### src/rtl/pattern_detector.sv
// pattern_detector: serial detector for a run-time programmed pattern with match counter
module pattern_detector #(
  parameter int SEQ_W = 8,
  parameter bit OVERLAP = 1'b1,
  parameter int CNT_W = 8,
  parameter int LEN_W = $clog2(SEQ_W + 1)
) (
  input  logic             clk,
  input  logic             reset,
  input  logic             cfg_load,
  input  logic [SEQ_W-1:0] seq,
  input  logic [LEN_W-1:0] seq_len,
  input  logic             din,
  input  logic             din_valid,
  output logic             dout,
  output logic [CNT_W-1:0] match_cnt,
  output logic             cfg_err
);
  localparam logic [0:0] IDLE = 1'b0;
  localparam logic [0:0] ARMED = 1'b1;
  logic [0:0] state;
  logic [SEQ_W-1:0] pat, hist, hist_next, mask;
  logic [LEN_W-1:0] len, fill, fill_next;
  logic hit;
  assign cfg_err = (state == IDLE);
  always_comb begin
    hist_next = {hist[SEQ_W-2:0], din};
    fill_next = (fill == LEN_W'(SEQ_W)) ? fill : fill + LEN_W'(1);
    mask = ~({SEQ_W{1'b1}} << len);
    hit = din_valid && (state == ARMED) && (fill_next >= len) && (((hist_next ^ pat) & mask) == '0);
  end
  always_ff @(posedge clk) begin
    if (reset) begin
      state <= IDLE;
      pat <= '0;
      len <= '0;
      hist <= '0;
      fill <= '0;
      match_cnt <= '0;
      dout <= 1'b0;
    end else if (cfg_load) begin
      state <= (seq_len != '0 && seq_len <= LEN_W'(SEQ_W)) ? ARMED : IDLE;
      pat <= seq;
      len <= seq_len;
      hist <= '0;
      fill <= '0;
      match_cnt <= '0;
      dout <= 1'b0;
    end else begin
      dout <= hit;
      if (din_valid) begin
        hist <= hist_next;
        fill <= (!OVERLAP && hit) ? '0 : fill_next;
      end
      if (hit && match_cnt != '1) match_cnt <= match_cnt + CNT_W'(1);
    end
  end
endmodule

### config.mk
export PLATFORM = sky130hd
export DESIGN_NAME = pattern_detector
export DESIGN_NICKNAME = d
export VERILOG_FILES = /design/src/rtl/pattern_detector.sv
export SDC_FILE = /design/constraint.sdc
export NUM_CORES = 1
export LEC_CHECK = 0
export BUFFER_PORTS_ARGS = -buffer_cell sky130_fd_sc_hd__buf_2
export CORE_MARGIN = 1
export CORE_UTILIZATION = 50
export DETAILED_ROUTE_END_ITERATION = 6
export GPL_TIMING_DRIVEN = 0
export PLACE_DENSITY = 0.76
export SYNTH_ARGS = -nofsm -noshare
export SYNTH_HDL_FRONTEND = slang
export SYNTH_SLANG_ARGS = --single-unit
### constraint.sdc
create_clock -name clk -period 2.75 [get_ports clk]
set_clock_uncertainty 0.1 [all_clocks]
set_input_delay 0.275 -clock clk [delete_from_list [all_inputs] [get_ports clk]]
set_output_delay 0.275 -clock clk [all_outputs]
set_load 0.02 [all_outputs]
==> Implementation_results.wiki <==
{| class="wikitable"
! Metric !! Value
|-
| Result of the run || finished, final reports clean
|-
| Initial antenna violation count || 0
|-
| Post-DR wirelength/cell || 13.3 µm
|-
| Port Buffers || 25
|-
| TritonCTS sink count || 33
|-
| Pwr/cell area || approximately 470 nW/µm²
|-
| Number of warning messages in the yosys log || 0
|-
| Row count || 20
|-
| Sequential standard cell area || 663 µm²
|-
| Count of antenna diodes in the layout || 0
|-
| Number of enable flip-flop cells after synthesis || 0
|-
| Final setup vio count || 0
|-
| Max Slew Vio Count || 0
|-
| Category of the most critical setup path || register to register
|-
| Drc violations || 0
|-
| Element type at the critical path end || register
|-
| Overall via count from detail_route || 1,399
|-
| Total half-perimeter wirelength after legalization and detailed placement || 2.48 mm
|-
| Worst-Margin Slew || 0.664 ns
|-
| Period utilization || between 90% and 100%
|-
| Max frequency || 384 MHz
|-
| Clock tree from TritonCTS || done
|-
| Deepest level of the CTS H-tree || 2
|-
| Register area share after synthesis || 41.0%
|-
| Via count of the first global-routing pass || 1,340
|-
| Final Worst Setup Slack || 0.144 ns
|-
| Vias per cell || 5.44
|-
| Sort of element at the start of the critical path || register
|-
| Post-layout minimum cycle time || 2.61 ns
|-
| Post-synthesis instance area || around 1600 µm²
|-
| Cell count after placement || 248
|-
| Number of distinct library cells after synthesis || 35
|-
| Asr flop ratio synth || 0%
|-
| Fin cells || 257
|-
| Die height || 58.8 µm
|-
| Overall global routing resource usage || a little over a fifth
|-
| Die area || ~3500 µm²
|-
| Later-pin clock latency in the skew report || 0.34 ns
|-
| Most common cell after layout, fill and taps aside || sky130_fd_sc_hd__nor2_1
|-
| Dominant synthesized flop cell || sky130_fd_sc_hd__dfxtp_1
|-
| Die width || 58.8 µm
|-
| Final instance area || 1920 µm²
|-
| Fraction of layout cells with a size suffix above 1 || between 20% and 30%
|-
| Clock buffer depth || 2
|-
| Syn avg cell area || between 8 and 9 µm²
|-
| Routability cong. || 0.842
|-
| Clock-pin slew reported for the worst setup and hold paths after clock tree synthesis || 0.10 ns
|-
| Total nets after synthesis || between 200 and 250
|-
| Pin count of the biggest net entering global routing || 11
|-
| Area fraction of the dominant cell type after synthesis || 41.0%
|-
| Cells taking the most area after synthesis || sky130_fd_sc_hd__dfxtp_1, sky130_fd_sc_hd__mux2i_1, sky130_fd_sc_hd__nor2_1, sky130_fd_sc_hd__ha_1, sky130_fd_sc_hd__xnor2_1
|-
| Fill cell instance count of the final layout || 294
|-
| Area overhead of the layout relative to synthesis || 19.0%
|-
| Post-synthesis register bit count || 33
|-
| Required arrival time at the worst endpoint || slightly below 3 ns
|-
| Arr. time, crit path || 2.78 ns
|-
| Max capacitance violation total || 0
|-
| Area of the multi-input gates || 938 µm²
|-
| Hold violation total from the final report || 0
|-
| Leading cell types in the layout, fill and taps excluded || sky130_fd_sc_hd__nor2_1, sky130_fd_sc_hd__dfxtp_1, sky130_fd_sc_hd__buf_2
|-
| DRT Wirelength || roughly 3.4 mm
|-
| Highest fanout seen on the critical path || 5
|-
| Clock root cell || sky130_fd_sc_hd__clkbuf_4
|-
| Total Nets Final || 237
|-
| First-pass GRT wire length || 5.55 mm
|-
| Post-route antenna net violation count || 0
|-
| Top cell type by total area after synthesis || sky130_fd_sc_hd__dfxtp_1
|-
| Number of instances in the synthesized netlist || 179
|-
| Maximum resistive drop on vdd || 357 µV
|-
| Area of the core || 3050 µm²
|-
| Starting density of the core || 52.7%
|-
| IO Pins || 27
|-
| Inserted Clock Buffers || 5
|-
| Leakage power of the design || roughly 0.80 nW
|-
| Total global routing overflow || 0
|-
| Drt initial violations || 74
|-
| Relative slew margins || between 50% and 60%
|-
| Post-place setup slack || -0.0694 ns
|-
| Path type of the worst min-delay path || primary input to register
|-
| Placed cell areas || 1790 µm²
|-
| Number of optimization iterations in the first detailed-route pass || 4
|}
-- logic make-up (layout without fill, tap and decap cells) --
kind of cell / count (synthesis) / in the layout / synth area share [%]
AND/OR/NAND/NOR: 63 / 63 / 18.0
flip-flops: 33 / 33 / 41.0
AO/OA/AOI/OAI: 27 / 27 / 11.8
multiplexers: 21 / 21 / 13.1
buffers and inverters: 15 / 49 / 3.57
XOR/XNOR: 13 / 13 / 7.07
adder cells (fa/ha/maj): 7 / 7 / 5.44
-- area by class of cell --
class | instances | share of cell area [%]
Multi-Input combinational cell | 131 | 49.0
Sequential cell | 33 | 34.6
Timing Repair Buffer | 27 | 7.32
Clock buffer | 7 | 2.87
Tap cell | 44 | 2.87
Buffer | 7 | 1.76
Inverter | 8 | 1.57
-- what timing repair did --
item                                    4_1_cts  5_1_grt
cloned                                        0        1
endpoints found under the setup margin        7        9
hold buffers                                  0        0
pin swaps                                     4        6
resized for setup                             5       10
setup buffers                                 0        1
-- critical path: stages, from the launching register on --
cell                        delay [ns]
sky130_fd_sc_hd__dfxtp_2          0.37
sky130_fd_sc_hd__inv_1            0.05
sky130_fd_sc_hd__ha_2             0.17
sky130_fd_sc_hd__nand2_2          0.08
sky130_fd_sc_hd__nor2_2           0.04
sky130_fd_sc_hd__xnor2_1          0.13
sky130_fd_sc_hd__ha_1             0.27
sky130_fd_sc_hd__nand2b_4         0.12
sky130_fd_sc_hd__a2111oi_4        0.07
sky130_fd_sc_hd__nor3_2           0.17
sky130_fd_sc_hd__nand4_1          0.26
sky130_fd_sc_hd__buf_6            0.23
sky130_fd_sc_hd__or3_1            0.34
sky130_fd_sc_hd__a21oi_1          0.14
-- Yosys cell counts (all sizes together) (2+ instances only) --
cell type	count
o31ai	2
o41ai	2
xnor2	9
buf	4
nand3	6
dfxtp	33
nand2	8
mux2i	21
inv	8
nor3	2
xor2	4
clkbuf	3
nand2b	2
or4	3
ha	7
a31o	2
a21oi	5
nor2	33
nand4	5
o21ai	7
-- registers in the layout, summed over array words and instances, names as in the netlist --
name and cells:
pat 8, len 4, fill 4, match_cnt 8
state 1, hist 7, dout 1
-- report_power, final --
part | switching (W) | total [W] | internal, W
clock | 0.000156 | 0.000276 | 0.000121
combinational | 0.0000581 | 0.000112 | 0.0000537
sequential | 0.0000138 | 0.000506 | 0.000492
-- per-layer routing --
layer  track usage (%)  part of all wire [%]  wire (µm)  vias to the layer above
li1                  -                     -          -                      700
met1              22.0                    41       1390                      658
met2              38.8                    53       1820                       34
met3              7.47                   4.2        143                        7
met4              10.9                   1.9         64                        0
met5                 0                     0          0                        -
-- final timing paths --
path,from,end,slack [ns],cells after the start
worst max-delay path,fill[1],match_cnt[0],0.14,13
worst min-delay path,reset,state,0.05,2
worst max register to register,fill[1],match_cnt[0],0.14,13
worst min register to register,match_cnt[5],match_cnt[5],0.39,2
-- stage by stage --
stage	hold slack [ns]	setup TNS (ns)	power, W	util [%]
floorplan	0.247	0	0.000583	-
global placement	0.366	0	0.000609	58.6
detailed placement	0.385	-0.107	0.000615	58.6
CTS	0.0412	0	0.000889	61.0
global route	0.0430	-0.0646	0.000935	62.7
finish	0.0523	0	0.000894	62.7
Note: power is estimated with default switching activity, not from simulation.
